===== config.mk =====
export PLATFORM = sky130hd
export DESIGN_NAME = spi_regfile_slave_p
export DESIGN_NICKNAME = d
export VERILOG_FILES = /design/src/rtl/spi_regfile_slave_p.sv
export SDC_FILE = /design/constraint.sdc
export NUM_CORES = 1
export LEC_CHECK = 0
export BUFFER_PORTS_ARGS = -buffer_cell sky130_fd_sc_hd__clkbuf_2
export CAP_MARGIN = 15
export CELL_PAD_IN_SITES_DETAIL_PLACEMENT = 1
export CELL_PAD_IN_SITES_GLOBAL_PLACEMENT = 2
export CORE_ASPECT_RATIO = 0.9
export CORE_UTILIZATION = 39
export DETAILED_ROUTE_END_ITERATION = 12
export PLACE_DENSITY = 0.88
export SLEW_MARGIN = 20
export SYNTH_ARGS = -nofsm -noshare
export SYNTH_HDL_FRONTEND = slang
export SYNTH_SLANG_ARGS = --single-unit

===== constraint.sdc =====
create_clock -name spi_sclk -period 3.1 [get_ports spi_sclk]
set_input_delay 0.31 -clock spi_sclk [delete_from_list [all_inputs] [get_ports spi_sclk]]
set_output_delay 0.31 -clock spi_sclk [all_outputs]
set_load 0.01 [all_outputs]

===== src/rtl/spi_regfile_slave_p.sv =====
// SPI-fed register file: frames carry R/W, address and data MSB first on spi_sclk.
// A local single-cycle read port and a sticky write-complete flag share the same clock.
module spi_regfile_slave_p #(
   parameter int unsigned ADDR_W   = 2,
   parameter int unsigned DATA_W   = 3,
   parameter int unsigned NUM_REGS = 4
) (
   input  logic              spi_sclk,
   input  logic              n_rst,
   input  logic              spi_ss_n,
   input  logic              spi_mosi,
   output logic              spi_miso,
   input  logic              r_en,
   input  logic [ADDR_W-1:0] r_addr,
   output logic [DATA_W-1:0] r_data,
   output logic              ren_ack,
   output logic              done,
   input  logic              done_sync2
);

   localparam int unsigned MAX_W = (ADDR_W > DATA_W) ? ADDR_W : DATA_W;
   localparam int unsigned CNT_W = $clog2(MAX_W + 1);
   localparam logic [CNT_W-1:0] CNT_ONE   = CNT_W'(1);
   localparam logic [CNT_W-1:0] ADDR_LAST = CNT_W'(ADDR_W);
   localparam logic [CNT_W-1:0] DATA_LAST = CNT_W'(DATA_W);

   // State names the phase of the bit sampled on the most recent edge.
   typedef enum logic [2:0] {IDLE, CMD, ADDR, DATA, WAIT} state_t;

   state_t              state_q, state_d;
   logic [CNT_W-1:0]    cnt_q, cnt_d;
   logic                rw_q, rw_d;
   logic [ADDR_W-1:0]   addr_q, addr_d;
   logic [DATA_W-1:0]   data_q, data_d;
   logic [DATA_W-1:0]   tx_q, tx_d;
   logic                miso_q, miso_d;
   logic [DATA_W-1:0]   r_data_q, r_data_d;
   logic                ack_q, ack_d;
   logic                done_q, done_d;

   logic [DATA_W-1:0]   reg_file [NUM_REGS];
   logic                wr_en;
   logic [ADDR_W-1:0]   wr_addr;
   logic [DATA_W-1:0]   wr_data;

   logic                addr_step;
   logic                data_step;
   logic [CNT_W-1:0]    step_cnt;
   logic [ADDR_W-1:0]   addr_shift;
   logic [DATA_W-1:0]   data_shift;
   logic [DATA_W-1:0]   spi_word;

   function automatic logic in_range(input logic [ADDR_W-1:0] a);
      return 32'(a) < NUM_REGS;
   endfunction

   assign addr_shift = ADDR_W'({addr_q, spi_mosi});
   assign data_shift = DATA_W'({data_q, spi_mosi});
   assign spi_word   = in_range(addr_shift) ? reg_file[addr_shift] : '0;

   for (genvar gi = 0; gi < NUM_REGS; gi++) begin : g_reg
      logic [DATA_W-1:0] cell_q;
      always_ff @(posedge spi_sclk or negedge n_rst) begin
         if (!n_rst) begin
            cell_q <= '0;
         end else if (wr_en && (wr_addr == ADDR_W'(gi))) begin
            cell_q <= wr_data;
         end
      end
      assign reg_file[gi] = cell_q;
   end

   always_comb begin
      state_d   = state_q;
      cnt_d     = cnt_q;
      rw_d      = rw_q;
      addr_d    = addr_q;
      data_d    = data_q;
      tx_d      = tx_q;
      miso_d    = miso_q;
      done_d    = done_q;
      r_data_d  = r_data_q;
      ack_d     = r_en;
      wr_en     = 1'b0;
      wr_addr   = addr_q;
      wr_data   = data_shift;
      addr_step = 1'b0;
      data_step = 1'b0;
      step_cnt  = '0;

      // Local read sees the array before any same-edge SPI write lands.
      if (r_en) begin
         r_data_d = in_range(r_addr) ? reg_file[r_addr] : '0;
      end
      if (done_sync2) begin
         done_d = 1'b0;
      end

      if (spi_ss_n) begin
         state_d = IDLE;
         cnt_d   = '0;
         tx_d    = '0;
         miso_d  = 1'b0;
      end else begin
         case (state_q)
            IDLE: begin
               rw_d    = spi_mosi;
               addr_d  = '0;
               data_d  = '0;
               cnt_d   = '0;
               miso_d  = 1'b0;
               state_d = CMD;
            end
            CMD: begin
               addr_step = 1'b1;
               step_cnt  = CNT_ONE;
               state_d   = ADDR;
            end
            ADDR: begin
               if (cnt_q != ADDR_LAST) begin
                  addr_step = 1'b1;
                  step_cnt  = cnt_q + CNT_ONE;
               end else begin
                  data_step = 1'b1;
                  step_cnt  = CNT_ONE;
                  state_d   = DATA;
               end
            end
            DATA: begin
               if (cnt_q != DATA_LAST) begin
                  data_step = 1'b1;
                  step_cnt  = cnt_q + CNT_ONE;
               end else begin
                  state_d = WAIT;
                  miso_d  = 1'b0;
               end
            end
            WAIT: begin
               miso_d = 1'b0;
            end
            default: begin
               state_d = IDLE;
               miso_d  = 1'b0;
            end
         endcase

         if (addr_step) begin
            addr_d = addr_shift;
            cnt_d  = step_cnt;
            // Read frames preload the MSB so it is on the line for the first data edge.
            if ((step_cnt == ADDR_LAST) && !rw_q) begin
               miso_d = spi_word[DATA_W-1];
               tx_d   = spi_word << 1;
            end
         end

         if (data_step) begin
            data_d = data_shift;
            cnt_d  = step_cnt;
            if (rw_q) begin
               if ((step_cnt == DATA_LAST) && in_range(addr_q)) begin
                  wr_en  = 1'b1;
                  done_d = 1'b1;
               end
            end else begin
               miso_d = (step_cnt == DATA_LAST) ? 1'b0 : tx_q[DATA_W-1];
               tx_d   = tx_q << 1;
            end
         end
      end
   end

   always_ff @(posedge spi_sclk or negedge n_rst) begin
      if (!n_rst) begin
         state_q  <= IDLE;
         cnt_q    <= '0;
         rw_q     <= 1'b0;
         addr_q   <= '0;
         data_q   <= '0;
         tx_q     <= '0;
         miso_q   <= 1'b0;
         r_data_q <= '0;
         ack_q    <= 1'b0;
         done_q   <= 1'b0;
      end else begin
         state_q  <= state_d;
         cnt_q    <= cnt_d;
         rw_q     <= rw_d;
         addr_q   <= addr_d;
         data_q   <= data_d;
         tx_q     <= tx_d;
         miso_q   <= miso_d;
         r_data_q <= r_data_d;
         ack_q    <= ack_d;
         done_q   <= done_d;
      end
   end

   assign spi_miso = miso_q;
   assign r_data   = r_data_q;
   assign ren_ack  = ack_q;
   assign done     = done_q;

endmodule


==> out/metrics.cfg <==
[run_status]
status = complete, no violations

[timing]
min_period_over_period_pct = 85.0
tightest_slew_ns = 0.805
slew-limit-headroom_pct = 46.3
maxSlewViolCount = 0
rsz0062_at_grt = false
postLayoutSetupSlackWorst_ns = 0.464
setup_viol = 0
fin_tns_setup_ns = 0
fmax_mhz = 379
final.setup_skew_ns = 0.0129
min_period_ns = 2.64
hold_slack_ns = 0.106
finalHoldViolCount = 0

[floorplanning]
initial_utilization_pct = 42.2
die_w_um = 69.9
die-area_um2 = 4420
core_area_um2 = 3840
rows = 21
io_pins = 14
die_h_um = 63.2

[setup_path]
cp.arrival_ns = 2.80
cp-start-kind = flip-flop
r2r_setup_slack_ns = 0.46
cp_top_family = simple AND/OR/NAND/NOR gates
reg2reg_from = cnt_q[0]$_DFFE_PN0P_
crit_type = flip-flop to flip-flop
cp_data_required_time_ns = 3.27
critPathMaxStageDelay_ns = 0.55
cp_slowest_cell = nor4_1
crit_chain = inv_1, ha_1, or3b_1, a221o_1, nor4_1, mux2_2
crit_path_end_kind = flip-flop
worstPathMaxFanout = 7
reg2reg_to = g_reg[0].cell_q[1]$_DFFE_PN0P_
r2r_cells = 6
cp_num_buf_inv = 1

[synth]
synth.area.top_cells = dfrtp_1, mux2_2, mux4_2
ys_seq_elements = 31
yosys_most_used_dff = dfrtp_1
yosysTopAreaCellShare_pct = 47.9
syn_area_um2 = 1620
avgSynthCellArea_um2 = 11.9
syn_nets = 147
synth_warnings = 0
ys_seq_area_share_pct = 47.9
synth_edf_count = 0
synth_cell_types = 34
synthCells = 136
synthArstFlopShare_pct = 100
synth_top_area_cell = dfrtp_1

[clock_tree]
cts_tree = built
clock_latency_ns = 0.28
post-cts-setup-buffers = 0
hold_buffers = 0
cts_made_buffers = 5
cts_sinks = 31
clk_path_buf_depth = 2
cts.htree.levels = 2
root_buffer = clkbuf_8
cts_resized = 0
clk_pin_slew_ns = 0.07

[place]
place_congestion = 0.772
dpl.cell_count = 190
io_buffers = 13
hpwlAfterDp_um = 2740
dp_slack_ns = 0.500

[worst_hold_path]
hold_path_class = input pin to async pin

[global_route]
grt_pass1_vias = 1261
grt_overflow = 0
grt_max_degree = 32
grt_util_all_layers_pct = 19.4
antenna_found_initial = 0
grt_pass1_wl_um = 6560

[pwr]
ir_drop_mv = 0.274
p_int_uw = 641
powerDensity_nw_per_um2 = 485
p_sw_share_pct = 27.2
clkPwrFrac_pct = 36.8
p_total_uw = 881
sequentialPowerShare_pct = 51.1
total_leakage_power_nw = 0.859
p_switching_uw = 240
power_frac_comb_pct = 12.1

[final_layout]
fillCellCount = 416
drive_gt1_share_pct = 30.5
antennaDiodeCount = 0
fin_nets = 162
syn2layout_area_growth_pct = 12.0
fin_cells = 197

[detailed_routing]
ant_nets = 0
drc_errors = 0
vias = 1145
wirelength_um = 3760
viasPerCell = 5.81
first_pass_iters = 4
drt-initial-drc-count = 49
wire_per_inst_um = 19.1

[flow_run]
maxCapViolCount = 0

## state kept, by name (all words and copies together), names as in the netlist
register  flops
ren_ack       1
spi_miso      1
state_q       3
rw_q          1
done          1
tx_q          3
g.cell_q     12
addr_q        2
cnt_q         2
data_q        2
r_data        3
## power groups by stage
stage	registers [mW]	clock network, mW	logic [mW]
floorplan	0.443	0	0.0792
global placement	0.457	0	0.102
detailed placement	0.458	0	0.106
CTS	0.450	0.328	0.107
global route	0.454	0.346	0.119
finish	0.451	0.324	0.106
## cells in the final DEF, fill, tap and decap left out
master    count
o22ai_1       1
clkinv_2      1
a22oi_1       2
o31ai_1       2
clkbuf_8      6
nor2b_1       3
a31oi_1       2
nor3b_1       2
and3_1        1
a22o_1        4
a21oi_1       4
or4_4         2
or2_2         1
nor2_1        8
mux2i_1       3
o21ai_0       4
nand3b_1      1
nor3_1        2
or3b_1        1
clkbuf_2     13
a32o_1        2
and3b_1       3
nand4_1       1
dfrtp_1      31
a221o_1       1
mux4_2        6
and2_1        1
nor4_1        2
nand4b_1      2
nand2_1       6
ha_1          3
nand2b_1      3
buf_4         1
mux2_2       16
o221ai_1      1
a211oi_1      2
inv_1         7
## cell families after synthesis
logic type	synth area share [%]
fa+ha+maj	2.32
buf+inv	3.01
mux	21.3
simple gates	14.5
compound gates	11.0
flops	47.9
## synthesized netlist by cell type, types with 2 or more instances
cell type,count
a21oi_1,4
nor2b_1,3
a22oi_1,2
mux4_2,6
dfrtp_1,31
nor3_1,2
nand4b_1,2
mux2i_1,3
a211oi_1,2
clkbuf_1,6
inv_1,7
nor4_1,2
a22o_1,4
nand2b_1,3
mux2_2,16
o21ai_0,4
nor3b_1,2
or4_4,2
nor2_1,8
ha_1,3
a32o_1,2
and3b_1,3
o31ai_1,2
nand2_1,6
a31oi_1,2
## area by class of cell
type / count / area, um2 / area share [%]
Clock buffer: 6 / 82.6 / 4.55
Clock inverter: 1 / 5.00 / 0.276
Multi-Input combinational cell: 92 / 796 / 43.8
Tap cell: 46 / 57.6 / 3.17
Sequential cell: 31 / 776 / 42.7
Inverter: 7 / 26.3 / 1.45
Timing Repair Buffer: 14 / 72.6 / 4.00
## how the worst max path moves through the flow
stage	slack, ns	endpoint	startpoint	cells past startpoint
2_1_floorplan	0.71	g_reg[0].cell_q[0]$_DFFE_PN0P_	cnt_q[0]$_DFFE_PN0P_	6
3_3_place_gp	0.57	g_reg[0].cell_q[2]$_DFFE_PN0P_	cnt_q[0]$_DFFE_PN0P_	6
3_5_place_dp	0.50	g_reg[0].cell_q[1]$_DFFE_PN0P_	cnt_q[0]$_DFFE_PN0P_	6
4_1_cts	0.46	g_reg[0].cell_q[1]$_DFFE_PN0P_	cnt_q[0]$_DFFE_PN0P_	6
5_1_grt	0.27	g_reg[0].cell_q[0]$_DFFE_PN0P_	cnt_q[0]$_DFFE_PN0P_	6
6_report	0.46	g_reg[0].cell_q[1]$_DFFE_PN0P_	cnt_q[0]$_DFFE_PN0P_	6
## worst reg2reg max path, delay by kind of cell (launching register included)
family	cells	cell delay [ns]
compound gates	1	0.40
simple gates	2	0.90
fa+ha+maj	1	0.30
flops	1	0.45
buf+inv	1	0.07
mux	1	0.41
## stage by stage
stage | cell area, um2 | utilization, %
after floorplan | 1620 | -
after global placement | 1730 | 45.0
after detailed placement | 1730 | 45.0
after CTS | 1820 | 47.3
after global routing | 1820 | 47.3
final | 1820 | 47.3
## layer usage
metal / up-vias / GRT usage, % / wire [um]
met5: - / 0 / 0
met4: 0 / 6.00 / 40
met3: 5 / 4.80 / 108
met2: 14 / 30.5 / 1780
met1: 589 / 26.4 / 1820
li1: 537 / - / -
Note: power is estimated with default switching activity, not from simulation.
